==> config.mk <==
export PLATFORM = sky130hd
export DESIGN_NAME = fg_dac_sequencer
export DESIGN_NICKNAME = d
export VERILOG_FILES = /design/src/rtl/fg_dac_sequencer.sv
export SDC_FILE = /design/constraint.sdc
export NUM_CORES = 1
export LEC_CHECK = 0
export CAP_MARGIN = 20
export CORE_MARGIN = 2
export CORE_UTILIZATION = 44
export CTS_CLUSTER_DIAMETER = 40
export DETAILED_ROUTE_END_ITERATION = 8
export GPL_ROUTABILITY_DRIVEN = 0
export PLACE_DENSITY = 0.71
export REMOVE_ABC_BUFFERS = 1
export SLEW_MARGIN = 20
export SYNTH_ARGS = -nofsm -noshare
export SYNTH_HDL_FRONTEND = slang
export SYNTH_SLANG_ARGS = --single-unit
==> constraint.sdc <==
create_clock -name clk -period 4.4 [get_ports clk]
set_input_delay 0.66 -clock clk [delete_from_list [all_inputs] [get_ports clk]]
set_output_delay 0.66 -clock clk [all_outputs]
set_load 0.01 [all_outputs]
==> src/rtl/fg_dac_sequencer.sv <==
// Write sequencer for an external parallel DAC: post-reset clear pulse, power-down,
// framed active-low write strobe, programmable settle interval and dropped-sample accounting.
module fg_dac_sequencer #(
  parameter int BITWIDTH      = 8,
  parameter int SETUP_CYCLES  = 1,
  parameter int WR_LOW_CYCLES = 2,
  parameter int CLR_CYCLES    = 4,
  parameter int PSC_WIDTH     = 16
) (
  input  logic                 clk,
  input  logic                 rst_n,
  input  logic                 enable_i,
  input  logic [PSC_WIDTH-1:0] psc_i,
  input  logic [BITWIDTH-1:0]  sample_i,
  input  logic                 sample_valid_i,
  output logic                 sample_ready_o,
  output logic [BITWIDTH-1:0]  dac_data_o,
  output logic                 dac_wr_n_o,
  output logic                 dac_clr_n_o,
  output logic                 dac_pd_n_o,
  output logic                 busy_o,
  output logic                 overrun_o,
  output logic [7:0]           drop_count_o
);

  localparam int CW = (PSC_WIDTH > 16) ? PSC_WIDTH : 16;

  typedef enum logic [2:0] {
    S_INIT,
    S_IDLE,
    S_SETUP,
    S_STROBE,
    S_HOLD,
    S_SETTLE
  } state_t;

  state_t              state_q;
  logic [CW-1:0]       cnt_q;
  logic [BITWIDTH-1:0] data_q;
  logic                wr_n_q;
  logic                clr_n_q;
  logic                pd_n_q;
  logic                ovr_q;
  logic [7:0]          drop_q;

  logic accept;
  logic drop;

  assign sample_ready_o = (state_q == S_IDLE) && enable_i;
  assign accept         = sample_valid_i && sample_ready_o;
  // Valid while disabled is not a drop; only an enabled, unready offer is lost.
  assign drop           = sample_valid_i && enable_i && !sample_ready_o;

  always_ff @(posedge clk or negedge rst_n) begin
    if (!rst_n) begin
      state_q <= S_INIT;
      cnt_q   <= '0;
      data_q  <= '0;
      wr_n_q  <= 1'b1;
      clr_n_q <= 1'b0;
      pd_n_q  <= 1'b1;
      ovr_q   <= 1'b0;
      drop_q  <= '0;
    end else begin
      pd_n_q <= !(!enable_i && (state_q == S_IDLE));
      ovr_q  <= drop;
      if (drop && (drop_q != '1)) drop_q <= drop_q + 8'd1;

      case (state_q)
        // cnt_q counts edges since reset release; clr_n stays low for CLR_CYCLES of them.
        S_INIT: begin
          if (cnt_q == CW'(CLR_CYCLES)) begin
            state_q <= S_IDLE;
            clr_n_q <= 1'b1;
          end else begin
            cnt_q <= cnt_q + CW'(1);
          end
        end
        S_IDLE: begin
          if (accept) begin
            data_q  <= sample_i;
            cnt_q   <= CW'(SETUP_CYCLES);
            state_q <= S_SETUP;
          end
        end
        S_SETUP: begin
          if (cnt_q == CW'(1)) begin
            state_q <= S_STROBE;
            wr_n_q  <= 1'b0;
            cnt_q   <= CW'(WR_LOW_CYCLES);
          end else begin
            cnt_q <= cnt_q - CW'(1);
          end
        end
        S_STROBE: begin
          if (cnt_q == CW'(1)) begin
            state_q <= S_HOLD;
            wr_n_q  <= 1'b1;
          end else begin
            cnt_q <= cnt_q - CW'(1);
          end
        end
        S_HOLD: begin
          cnt_q   <= CW'(psc_i);
          state_q <= (psc_i != '0) ? S_SETTLE : S_IDLE;
        end
        S_SETTLE: begin
          if (cnt_q == CW'(1)) state_q <= S_IDLE;
          else                 cnt_q   <= cnt_q - CW'(1);
        end
        default: state_q <= S_INIT;
      endcase
    end
  end

  assign dac_data_o   = data_q;
  assign dac_wr_n_o   = wr_n_q;
  assign dac_clr_n_o  = clr_n_q;
  assign dac_pd_n_o   = pd_n_q;
  assign busy_o       = (state_q != S_IDLE);
  assign overrun_o    = ovr_q;
  assign drop_count_o = drop_q;

endmodule

# [Yosys cells after proc, flatten, opt, wreduce, memory -nomap -nowiden]
# Index checks and enable logic that the tools add are counted.
[word_totals] output_inout_bits=22 wordCells=61 input_bits=28 reg_bits=39
[classes] add_sub_neg=3 mux=15 n_eq_ne=16 n_reduce_logical=19
[ops] cell="16-bit case mux with 5 select lines" n=1
[ops] cell="16-bit two-way mux" n=4
[ops] cell="3-bit two-way mux" n=6
[ops] cell="3-bit case mux with 6 select lines" n=1
[ops] cell="16-bit by 1-bit adder with 16-bit output, second input constant" n=1
[ops] cell="16-bit by 1-bit equality test with 1-bit output, second input constant" n=1
[ops] cell="16-bit by 3-bit equality test with 1-bit output, second input constant" n=1
[ops] cell="16-bit nonzero test" n=1
[ops] cell="16-bit by 1-bit subtractor with 16-bit output, second input constant" n=1
[ops] cell="2-bit inequality test, second input constant" n=7
[ops] cell="8-bit by 1-bit adder with 8-bit output, second input constant" n=1
[ops] cell="8-bit inequality test, second input constant" n=1
[ops] cell="3-bit by 2-bit equality test with 1-bit output, second input constant" n=2
[ops] cell="3-bit equality test, second input constant" n=2
[ops] cell="1-bit logical AND" n=6
[ops] cell="5-bit AND reduction" n=1
[ops] cell="5-bit nonzero test" n=1
[ops] cell="2-bit AND reduction" n=2
[ops] cell="4-bit AND reduction" n=1
[ops] cell="3-bit by 1-bit equality test with 1-bit output, second input constant" n=1
[ops] cell="1-bit zero test" n=3
[ops] cell="3-bit zero test" n=1
[ops] cell="3-bit by 1-bit inequality test with 1-bit output, second input constant" n=1
[ops] cell="3-bit AND reduction" n=1
[ops] cell="4 further kinds" n=5

# [Longest topological paths before layout]
# Gate-level depths: netlist of the first run.
[logic_depth] word_depth=5 mapped_depth=10 ltp_nobuf=8

# [Least setup slack after synthesis of the first run]
# Ideal clock, no wire load.
[synth_timing] path_kind="register to register" startpoint="reg cnt_q[1]" endpoint="reg cnt_q[0]" setup_time_ps=131 required_ps=4269 arrival_time_ps=1837 slack_ps=2433 synth_period_minus_slack_ps=1967 path_stages_with_launch=10 n_path_buf=1 cell_sequence="dfrtp_1 -> inv_1 -> ha_1 -> nor4b_2 -> nand4_2 -> a22oi_2 -> buf_6 -> a21oi_2 -> a2111oi_4 -> a21oi_1"
[synth_between] elab_chain_len=3 elab_cells_between_ends=7 cone_classes="4 x eq/ne; 2 x mux; 1 x reduce/logical"
[synth_rtl] element="start, declared" line="38" source="logic [CW-1:0] cnt_q;"
[synth_rtl] element="start signal, assigned" line="76" source="cnt_q <= cnt_q + CW'(1);"
[synth_rtl] element="start signal, assigned" line="82" source="cnt_q <= CW'(SETUP_CYCLES);"
[synth_rtl] element="start signal, assigned" line="90" source="cnt_q <= CW'(WR_LOW_CYCLES);"
[synth_rtl] element="16-bit by 1-bit equality test with 1-bit output or 16-bit by 3-bit equality test with 1-bit output (tied branches)"
[synth_rtl] element="16-bit two-way mux or 2-bit inequality test (tied branches)"
[synth_rtl] element="16-bit case mux with 5 select lines or 4-bit AND reduction (tied branches)"
# Parallel ways exist; a longest one is shown, timed or not.
# A chain may end at the register's enable or synchronous reset.

# [Worst setup path in the final report of the first run]
[layout_timing] startpoint="reg cnt_q[1]" endpoint="reg cnt_q[9]"
[layout_between] elab_chain_len=3 elab_cells_between_ends=11 cone_classes="2 x add/sub; 4 x eq/ne; 4 x mux; 1 x reduce/logical"
[layout_rtl] element="16-bit by 1-bit subtractor with 16-bit output (tied with other cells)" line="92, 100, 109"
[layout_rtl] element="16-bit two-way mux (tied with other cells)" line="96, 108"
[layout_rtl] element="16-bit case mux with 5 select lines or 4-bit AND reduction (tied branches)"
# Parallel ways exist; a longest one is shown, timed or not. The select of a mux whose other input is x is not followed.

==> results_dict.tcl, run 1 <==
set metrics [dict create \
    status "complete, no violations" \
    p_int_mw 1.19 \
    num_vias 2336 \
    tns_ns 0 \
    port_buffers 49 \
    hpwl_mm 4.33 \
    crit_path_start_kind "flop" \
    cts_hold_buffers 0 \
    p_clk_frac 0.143 \
    final_nets 351 \
    grt_setup_unrepaired "false" \
    grt_pass1_vias 2142 \
    synth-edff-count 0 \
    hold_class "in -> async" \
    fin_area_sq_um 3130 \
    setup_viol 0 \
    synth-seq-area-share 0.386 \
    synthCells 279 \
    syn_area_per_cell_sq_um 9.09 \
    yosysWarnings 0 \
    h-tree-depth 2 \
    async_flop_share 1.00 \
    maxCapViolCount 0 \
    nFillCells 495 \
    multiInputGateArea_sq_um 1420 \
    cts_resized 0 \
    yosys_register_bits 39 \
    pwr-share-seq 0.330 \
    timing.slew.headroom 0.330 \
    wirelength_mm 6.13 \
    drt-pass1-iter-count 4 \
    period_minus_slack_ns 2.80 \
    timing.fmax_mhz 357 \
    rows 27 \
    dieWidth_um 79.9 \
    synth_area_sq_um 2530 \
    layout-drive-gt1-share 0.106 \
    crit_fanout 22 \
    comb_power_share 0.527 \
    clock-sinks 39 \
    numCtsBuffers 5 \
    grt_max_degree 40 \
    synth_cell_type_count 51 \
    power.leakage_nw 1.20 \
    clkTransAtPathRegs_ns 0.08 \
    pwr_density_cell_nw_per_um2 682 \
    syn2layout_area_growth_pct 23.4 \
    worstSkewPairLatency_ns 0.30 \
    r2r_cells 8 \
    post-route-period-util 0.636 \
    cts-root-buf "clkbuf_8" \
    worstSetupPathType "reg -> reg" \
    drtAntennaViolNets 0 \
    cts.path.max_buffers 2 \
    skew_ns 0.0124 \
    p_sw_frac 0.441 \
    peakVddDrop_v 0.000358 \
    p_switching_mw 0.941 \
    worstMarginPinSlew_ns 1.00 \
    grt_use_total 0.203 \
    drc 0 \
    final-hold-violation-count 0 \
    post_dp_cell_area_sq_um 3020 \
    die-area_sq_um 6380 \
    post_drt_wl_per_cell_um 15.6 \
    drv_slew 0 \
    start_util 0.458 \
    reg2reg_slack_ns 1.60 \
    grt_antenna_before_repair 0 \
    ys.flop_type "dfrtp_1" \
    end_kind "flop" \
    cts_setup_buffers 0 \
    die_height_um 79.9 \
    via_per_inst 5.96 \
    arrival_ns 2.95 \
    crit_required_ns 4.55 \
    cts_tree "built" \
    drtIter0Drc 223 \
    ios 50 \
    core_sq_um 5540 \
    antenna_cells 0 \
    grt_pass1_wl_mm 10.2 \
    seqCellArea_sq_um 978 \
    grt.overflow.total 0 \
]
## power groups by stage
stage	Combinational [mW]	Clock [mW]	Sequential, mW
after floorplan	0.733	0	0.704
after global placement	1.11	0	0.702
after detailed placement	1.12	0	0.707
after CTS	1.12	0.314	0.700
after global routing	1.26	0.327	0.727
final	1.12	0.306	0.704
## path summary, 6_finish.rpt
path                                         start                          end
hold / removal                               rst_n  drop_count_o[7]$_DFFE_PN0P_
setup reg to reg              cnt_q[1]$_DFFE_PN0P_         cnt_q[9]$_DFFE_PN0P_
min in group clk           dac_clr_n_o$_DFFE_PN0P_      dac_clr_n_o$_DFFE_PN0P_
setup / recovery              cnt_q[1]$_DFFE_PN0P_         cnt_q[9]$_DFFE_PN0P_
hold reg to reg            dac_clr_n_o$_DFFE_PN0P_      dac_clr_n_o$_DFFE_PN0P_
max in group asynchronous                    rst_n        cnt_q[11]$_DFFE_PN0P_
## state kept, by name, summed over array words and instances (netlist names)
signal and count:
cnt_q 16, dac_clr_n_o 1, dac_data_o 8, dac_pd_n_o 1
dac_wr_n_o 1, drop_count_o 8, overrun_o 1, state_q 3
## Yosys cell counts (2+ instances only)
master	number	area [sq um]
nor2_1	29	109
inv_1	9	33.8
buf_6	2	22.5
or3_1	2	12.5
dfstp_2	2	52.6
a21oi_1	12	60.1
clkbuf_1	5	18.8
nand2_1	21	78.8
nor4_4	2	42.5
nand4_1	9	56.3
buf_4	4	30.0
nor3_1	12	60.1
o21ai_0	28	140
o21ai_1	6	30.0
nor4_1	8	50.1
nor3b_1	2	15.0
a222oi_1	4	40.0
xnor2_1	13	114
nand3_1	7	35.0
xor2_1	8	70.1
buf_2	5	25.0
a221oi_1	11	96.3
and2_1	2	12.5
dfrtp_1	37	926
nor2b_1	2	12.5
mux2_2	9	101
ha_1	4	50.1
## metal layers
metal / vias up / GRT usage / part of all wire
met4: 0 / 0.0780 / 0.021
li1: 1100 / - / -
met1: 1133 / 0.286 / 0.47
met2: 92 / 0.314 / 0.45
met5: - / 0 / 0
met3: 11 / 0.0305 / 0.060
## per-stage QoR
| step | worst slack (ns) | hold WS (ns) | std cells | power, mW | utilization |
|---|---|---|---|---|---|
| final | 1.60 | 0.482 | 392 | 2.13 | 0.565 |
| after global routing | 1.29 | 0.519 | 392 | 2.31 | 0.565 |
| after CTS | 1.63 | 0.500 | 392 | 2.14 | 0.565 |
| after detailed placement | 1.64 | 0.470 | 384 | 1.83 | 0.545 |
| after global placement | 1.77 | 0.478 | 384 | 1.81 | 0.545 |
| after floorplan | 2.09 | 0.364 | 262 | 1.44 | - |
## final cells by class
| type | instances | share of cell area |
|---|---|---|
| flip-flops and latches | 39 | 0.313 |
| repair buffers | 50 | 0.158 |
| multi-input cells | 214 | 0.455 |
| inverters | 9 | 0.0108 |
| well taps | 72 | 0.0288 |
| clock buffers | 6 | 0.0232 |
| clock inverters | 2 | 0.0120 |
## worst max-delay path, stage by stage (launching register included)
cell and delay, ns:
dfrtp_1 0.46, inv_1 0.11, ha_1 0.15, nor4b_2 0.22, nand4_2 0.21, a22oi_2 0.85, nor2_1 0.24, a221oi_1 0.32
o21ai_0 0.11
## cells in the final DEF (no fill, tap or decap), types with 2 or more instances in the layout
cell type | synthesis | final
dfrtp_1 | 37 | 37
and2_1 | 2 | 2
xor2_1 | 8 | 8
nor3b_1 | 2 | 2
nand4_1 | 9 | 9
nor3_1 | 12 | 12
ha_1 | 4 | 4
clkdlybuf4s50_1 | 0 | 48
xnor2_1 | 13 | 13
o21ai_0 | 28 | 28
clkbuf_8 | 0 | 5
a221oi_1 | 11 | 11
mux2_2 | 9 | 9
o21ai_1 | 6 | 6
dfstp_2 | 2 | 2
a222oi_1 | 4 | 4
a21oi_1 | 12 | 12
inv_1 | 9 | 9
nor2_1 | 29 | 29
nand2_1 | 21 | 21
or3_1 | 2 | 2
nor2b_1 | 2 | 2
nor4_1 | 8 | 8
nor4_4 | 2 | 2
nand3_1 | 7 | 7
## cells by family after synthesis
group,synth area share
flops,0.386
compound gates,0.186
buf+inv,0.0528
fa+ha+maj,0.0197
mux,0.0400
xor+xnor,0.0726
simple gates,0.243
Power figures use the tool's default switching activity.
==> run 2: changes to the inputs <==
Clock period 4.4 ns to 2.8 ns, I/O delays scaled along.
==> run 2 against run 1 <==
  * Final area is 1.2% higher
  * Via count down 2.4%
  * Global-route usage rose by 1.1 points
  * Power up 62%
  * Sequential power up 58%
  * Utilization rose by 0.65 points
  * Flip-flop and latch count did not move
  * Non-clock buffer count grew 4
  * Critical path depth decreased by 5
  * Clock power increased by 63%
==> results_dict.tcl, run 2 (same netlist as run 1, synthesis figures left out) <==
set metrics [dict create \
    crit_required_ns 2.38 \
    cp_num_cells 3 \
    largest_reg_flops 16 \
    status "complete, no violations" \
    r2r-end "cnt_q[1]$_DFFE_PN0P_" \
    setup_viol 0 \
    final_nets 355 \
    hold_class "in -> async" \
    syn2layout_area_growth_pct 24.8 \
    end_kind "output port" \
    cts_setup_buffers 0 \
    via_per_inst 5.76 \
    peakVddDrop_v 0.000550 \
    num_vias 2280 \
    cp_cell_sequence "nor3b_2, and2_1, clkdlybuf4s50_1" \
    grt_antenna_before_repair 0 \
    worstSetupPathType "reg -> out" \
    cts_hold_buffers 0 \
    die_height_um 79.9 \
    pwr-share-seq 0.320 \
    most-common-layout-cells "clkdlybuf4s50_1 (48), dfrtp_1 (37), nor2_1 (29)" \
    layout-drive-gt1-share 0.120 \
    drc 0 \
    p_switching_mw 1.53 \
    cts-root-buf "clkbuf_8" \
    place_inst 388 \
    reg2reg_slack_ns 0.48 \
    rows 27 \
    clkTransAtPathRegs_ns 0.09 \
    power.leakage_nw 1.23 \
    p_sw_frac 0.444 \
    drtIter0Drc 203 \
    grt_max_degree 40 \
    start_util 0.458 \
    grt.overflow.total 0 \
    tns_ns 0 \
    worstMarginPinSlew_ns 0.890 \
    p_int_mw 1.92 \
    stdcell_count 396 \
    h-tree-depth 2 \
    cpLargestDelayFamily "simple AND/OR/NAND/NOR gates" \
    die-area_sq_um 6380 \
    numCtsBuffers 5 \
    crit_path_start_kind "flop" \
    ios 50 \
    grt_setup_unrepaired "false" \
    seqCellArea_sq_um 978 \
    pwr_density_cell_nw_per_um2 1090 \
    arrival_ns 2.07 \
    antenna_cells 0 \
    dieWidth_um 79.9 \
    drv_slew 0 \
    crit_fanout 15 \
    post_drt_wl_per_cell_um 16.1 \
    cts_resized 0 \
    timing.fmax_mhz 402 \
    final_common_cell "clkdlybuf4s50_1" \
    fin_util 0.571 \
    comb_power_share 0.535 \
    regMostFlops "cnt_q" \
    final-hold-violation-count 0 \
    grt_pass1_vias 2191 \
    post-route-period-util 0.888 \
    grt_use_total 0.214 \
    core_sq_um 5540 \
    timing.rr.start "cnt_q[0]$_DFFE_PN0P_" \
    cts.path.max_buffers 2 \
    timing.slew.headroom 0.406 \
    p_clk_frac 0.145 \
    r2r_cells 9 \
    cpPeakStageDelay_ns 0.55 \
    clock-sinks 39 \
    total_power_mw 3.46 \
    period_minus_slack_ns 2.49 \
    cts_tree "built" \
    whs_ns 0.235 \
    maxCapViolCount 0 \
    worstPathBufferInverterCount 1 \
    drt-pass1-iter-count 5 \
    drtAntennaViolNets 0 \
    skew_ns 0.00731 \
    wirelength_mm 6.39 \
    grt_pass1_wl_mm 10.8 \
    port_buffers 49 \
    crit_path_top_delay_cell "dfrtp_1" \
    multiInputGateArea_sq_um 1420 \
    worstSkewPairLatency_ns 0.30 \
    hpwl_mm 4.54 \
    nFillCells 505 \
]
-- run 2: power by group through the flow --
stage | Sequential [mW] | Combinational, mW | Clock, mW
2_1_floorplan | 1.11 | 1.15 | 0
3_3_place_gp | 1.10 | 1.79 | 0
3_5_place_dp | 1.11 | 1.83 | 0
4_1_cts | 1.10 | 1.85 | 0.509
5_1_grt | 1.15 | 2.04 | 0.538
6_report | 1.11 | 1.85 | 0.500
-- run 2: per-layer routing --
layer | wire (um) | track usage | vias to the layer above
li1 | - | - | 1108
met4 | 181 | 0.100 | 0
met2 | 2990 | 0.331 | 69
met5 | 0 | 0 | -
met3 | 399 | 0.0317 | 18
met1 | 2820 | 0.293 | 1085
-- run 2: worst register-to-register path, cell delays in order, from the launching register on --
cell and delay [ns]:
dfrtp_1 0.48, inv_1 0.11, ha_1 0.20, nor4bb_1 0.30
nand4_1 0.20, o211a_1 0.30, o21ai_4 0.06, buf_4 0.31
a211oi_1 0.08, a21o_1 0.17
-- run 2: cell type report --
class / count / share of cell area
Clock buffer: 5 / 0.0217
Clock inverter: 3 / 0.0150
Multi-Input combinational cell: 214 / 0.450
Tap cell: 72 / 0.0285
Sequential cell: 39 / 0.309
Timing Repair Buffer: 54 / 0.165
Inverter: 9 / 0.0107
-- run 2: worst max path at each step --
| stage | start | endpoint | slack (ns) |
|---|---|---|---|
| 2_1_floorplan | cnt_q[1]$_DFFE_PN0P_ | cnt_q[15]$_DFFE_PN0P_ | 0.49 |
| 3_3_place_gp | cnt_q[1]$_DFFE_PN0P_ | cnt_q[6]$_DFFE_PN0P_ | 0.55 |
| 3_5_place_dp | cnt_q[1]$_DFFE_PN0P_ | cnt_q[15]$_DFFE_PN0P_ | 0.49 |
| 4_1_cts | state_q[1]$_DFFE_PN0P_ | sample_ready_o | 0.30 |
| 5_1_grt | state_q[1]$_DFFE_PN0P_ | sample_ready_o | 0.20 |
| 6_report | state_q[1]$_DFFE_PN0P_ | sample_ready_o | 0.31 |
-- run 2: through the flow --
step	instance area, sq um	setup WS (ns)
final	3160	0.314
after CTS	3160	0.295
after detailed placement	3050	0.489
after floorplan	2430	0.486
after global routing	3160	0.195
after global placement	3050	0.547
==> run 3: changes to the inputs <==
Settings changed: PLACE_DENSITY 0.71 to 0.73.
Clock period 2.8 ns to 2.08 ns, I/O delays scaled along.
==> run 3 against run 2 <==
  * First-iteration DRC count up 50%
  * Clock power grew 29%
  * Critical path depth rose by 5
  * Non-clock buffer count is 39 higher
  * Global-route usage increased by 1.1 points
  * Routed wire length increased by 15%
  * Final cell count is 9.8% higher
  * Utilization rose by 7.6 points
  * Setup slack worse by 0.31 ns
  * Critical path type is now reg -> reg
  * Largest power group unchanged
==> results_dict.tcl, run 3 (same netlist as run 1, synthesis figures left out) <==
set metrics [dict create \
    status "complete, no violations" \
    numCtsBuffers 5 \
    peakVddDrop_v 0.000722 \
    end_kind "flop" \
    maxCapViolCount 0 \
    cts.path.max_buffers 2 \
    post_dp_cell_area_sq_um 3300 \
    rows 27 \
    crit_path_start_kind "flop" \
    cts_tree "built" \
    cts-root-buf "clkbuf_8" \
    syn2layout_area_growth_pct 41.4 \
    start_util 0.458 \
    grt.overflow.total 0 \
    drv_slew 0 \
    clkTransAtPathRegs_ns 0.08 \
    layout-drive-gt1-share 0.256 \
    fin_area_sq_um 3580 \
    ios 50 \
    num_vias 2539 \
    fin_util 0.647 \
    whs_ns 0.0516 \
    drtAntennaViolNets 0 \
    die-area_sq_um 6380 \
    crit_required_ns 2.28 \
    arrival_ns 2.27 \
    period_minus_slack_ns 2.08 \
    final-hold-violation-count 0 \
    pwr_density_cell_nw_per_um2 1540 \
    dieWidth_um 79.9 \
    pre_cts_ws_ns 0.0473 \
    final_common_cell "clkdlybuf4s50_1" \
    most-common-layout-cells "clkdlybuf4s50_1 (48), buf_4 (40), dfrtp_1 (35)" \
    wirelength_mm 7.36 \
    antenna_cells 0 \
    worstMarginPinSlew_ns 0.510 \
    skew_ns 0.00417 \
    crit_fanout 4 \
    r2r_cells 8 \
    grt_antenna_before_repair 0 \
    grt_setup_unrepaired "true" \
    power.leakage_nw 1.45 \
    drt-pass1-iter-count 5 \
    grt_pass1_vias 2458 \
    post-route-period-util 0.999 \
    fin_ws_ns 0.00124 \
    h-tree-depth 2 \
    drtIter0Drc 304 \
    hpwl_mm 5.03 \
    core_sq_um 5540 \
    clock-sinks 39 \
    drc 0 \
    largest_reg_flops 16 \
    grt_pass1_wl_mm 11.3 \
    final_nets 394 \
    post_drt_wl_per_cell_um 16.9 \
    hold_class "in -> async" \
    total_power_mw 5.52 \
    timing.fmax_mhz 481 \
    setup_viol 0 \
    via_per_inst 5.84 \
    worstSetupPathType "reg -> reg" \
    die_height_um 79.9 \
    grt_use_total 0.225 \
    grt_max_degree 40 \
    timing.slew.headroom 0.660 \
    regMostFlops "cnt_q" \
    worstSkewPairLatency_ns 0.30 \
    port_buffers 49 \
]
==> run 3: final cells by class <==
cell class	instances	area [sq um]
well taps	72	90.1
clock buffers	6	72.6
fillers	452	1960
clock inverters	2	37.5
multi-input cells	214	1500
inverters	9	33.8
flip-flops and latches	39	981
repair buffers	93	867
==> run 3: worst paths after layout <==
check / slack, ns / from / to
worst max-delay path: 0.001 / cnt_q[9]$_DFFE_PN0P_ / cnt_q[1]$_DFFE_PN0P_
worst min-delay path: 0.05 / rst_n / overrun_o$_DFF_PN0_
worst max register to register: 0.001 / cnt_q[9]$_DFFE_PN0P_ / cnt_q[1]$_DFFE_PN0P_
worst min register to register: 0.48 / dac_clr_n_o$_DFFE_PN0P_ / dac_clr_n_o$_DFFE_PN0P_
max in group asynchronous: 1.63 / rst_n / state_q[2]$_DFFE_PN0P_
min in group clk: 0.48 / dac_clr_n_o$_DFFE_PN0P_ / dac_clr_n_o$_DFFE_PN0P_
==> run 3: layer usage <==
layer,vias to the layer above,track usage,routed length (um)
met3,29,0.0351,552
met1,1190,0.279,3020
met4,0,0.0898,204
li1,1188,-,-
met2,132,0.388,3580
met5,-,0,0
==> run 3: power by group <==
group / leakage, nW / switching [mW] / internal (mW) / total, mW
logic: 0.912 / 1.79 / 1.75 / 3.54
registers: 0.485 / 0.272 / 1.06 / 1.33
clock network: 0.0514 / 0.286 / 0.358 / 0.644
total: 1.45 / 2.35 / 3.17 / 5.52
==> run 3: what timing repair did <==
| item | in CTS | in global routing |
|---|---|---|
| pin swaps | 1 | 5 |
| gates resized for setup | 2 | 32 |
| setup buffers | 1 | 4 |
| gates cloned | 0 | 2 |
| hold buffers | 0 | 0 |
| endpoints found under the setup margin | 2 | 16 |
==> run 3: stage by stage <==
stage,cells,setup TNS (ns)
2_1_floorplan,262,-2.31
3_3_place_gp,420,0
3_5_place_dp,420,0
4_1_cts,429,0
5_1_grt,435,-1.73
6_report,435,0
==> run 3: worst max-delay path: stages (launching register included) <==
cell and delay, ns:
dfrtp_1 0.45, nor4_4 0.33, nand4_2 0.17, buf_6 0.16, or2_4 0.24, o21ai_4 0.26, buf_4 0.17, a211oi_1 0.04
a21o_1 0.16
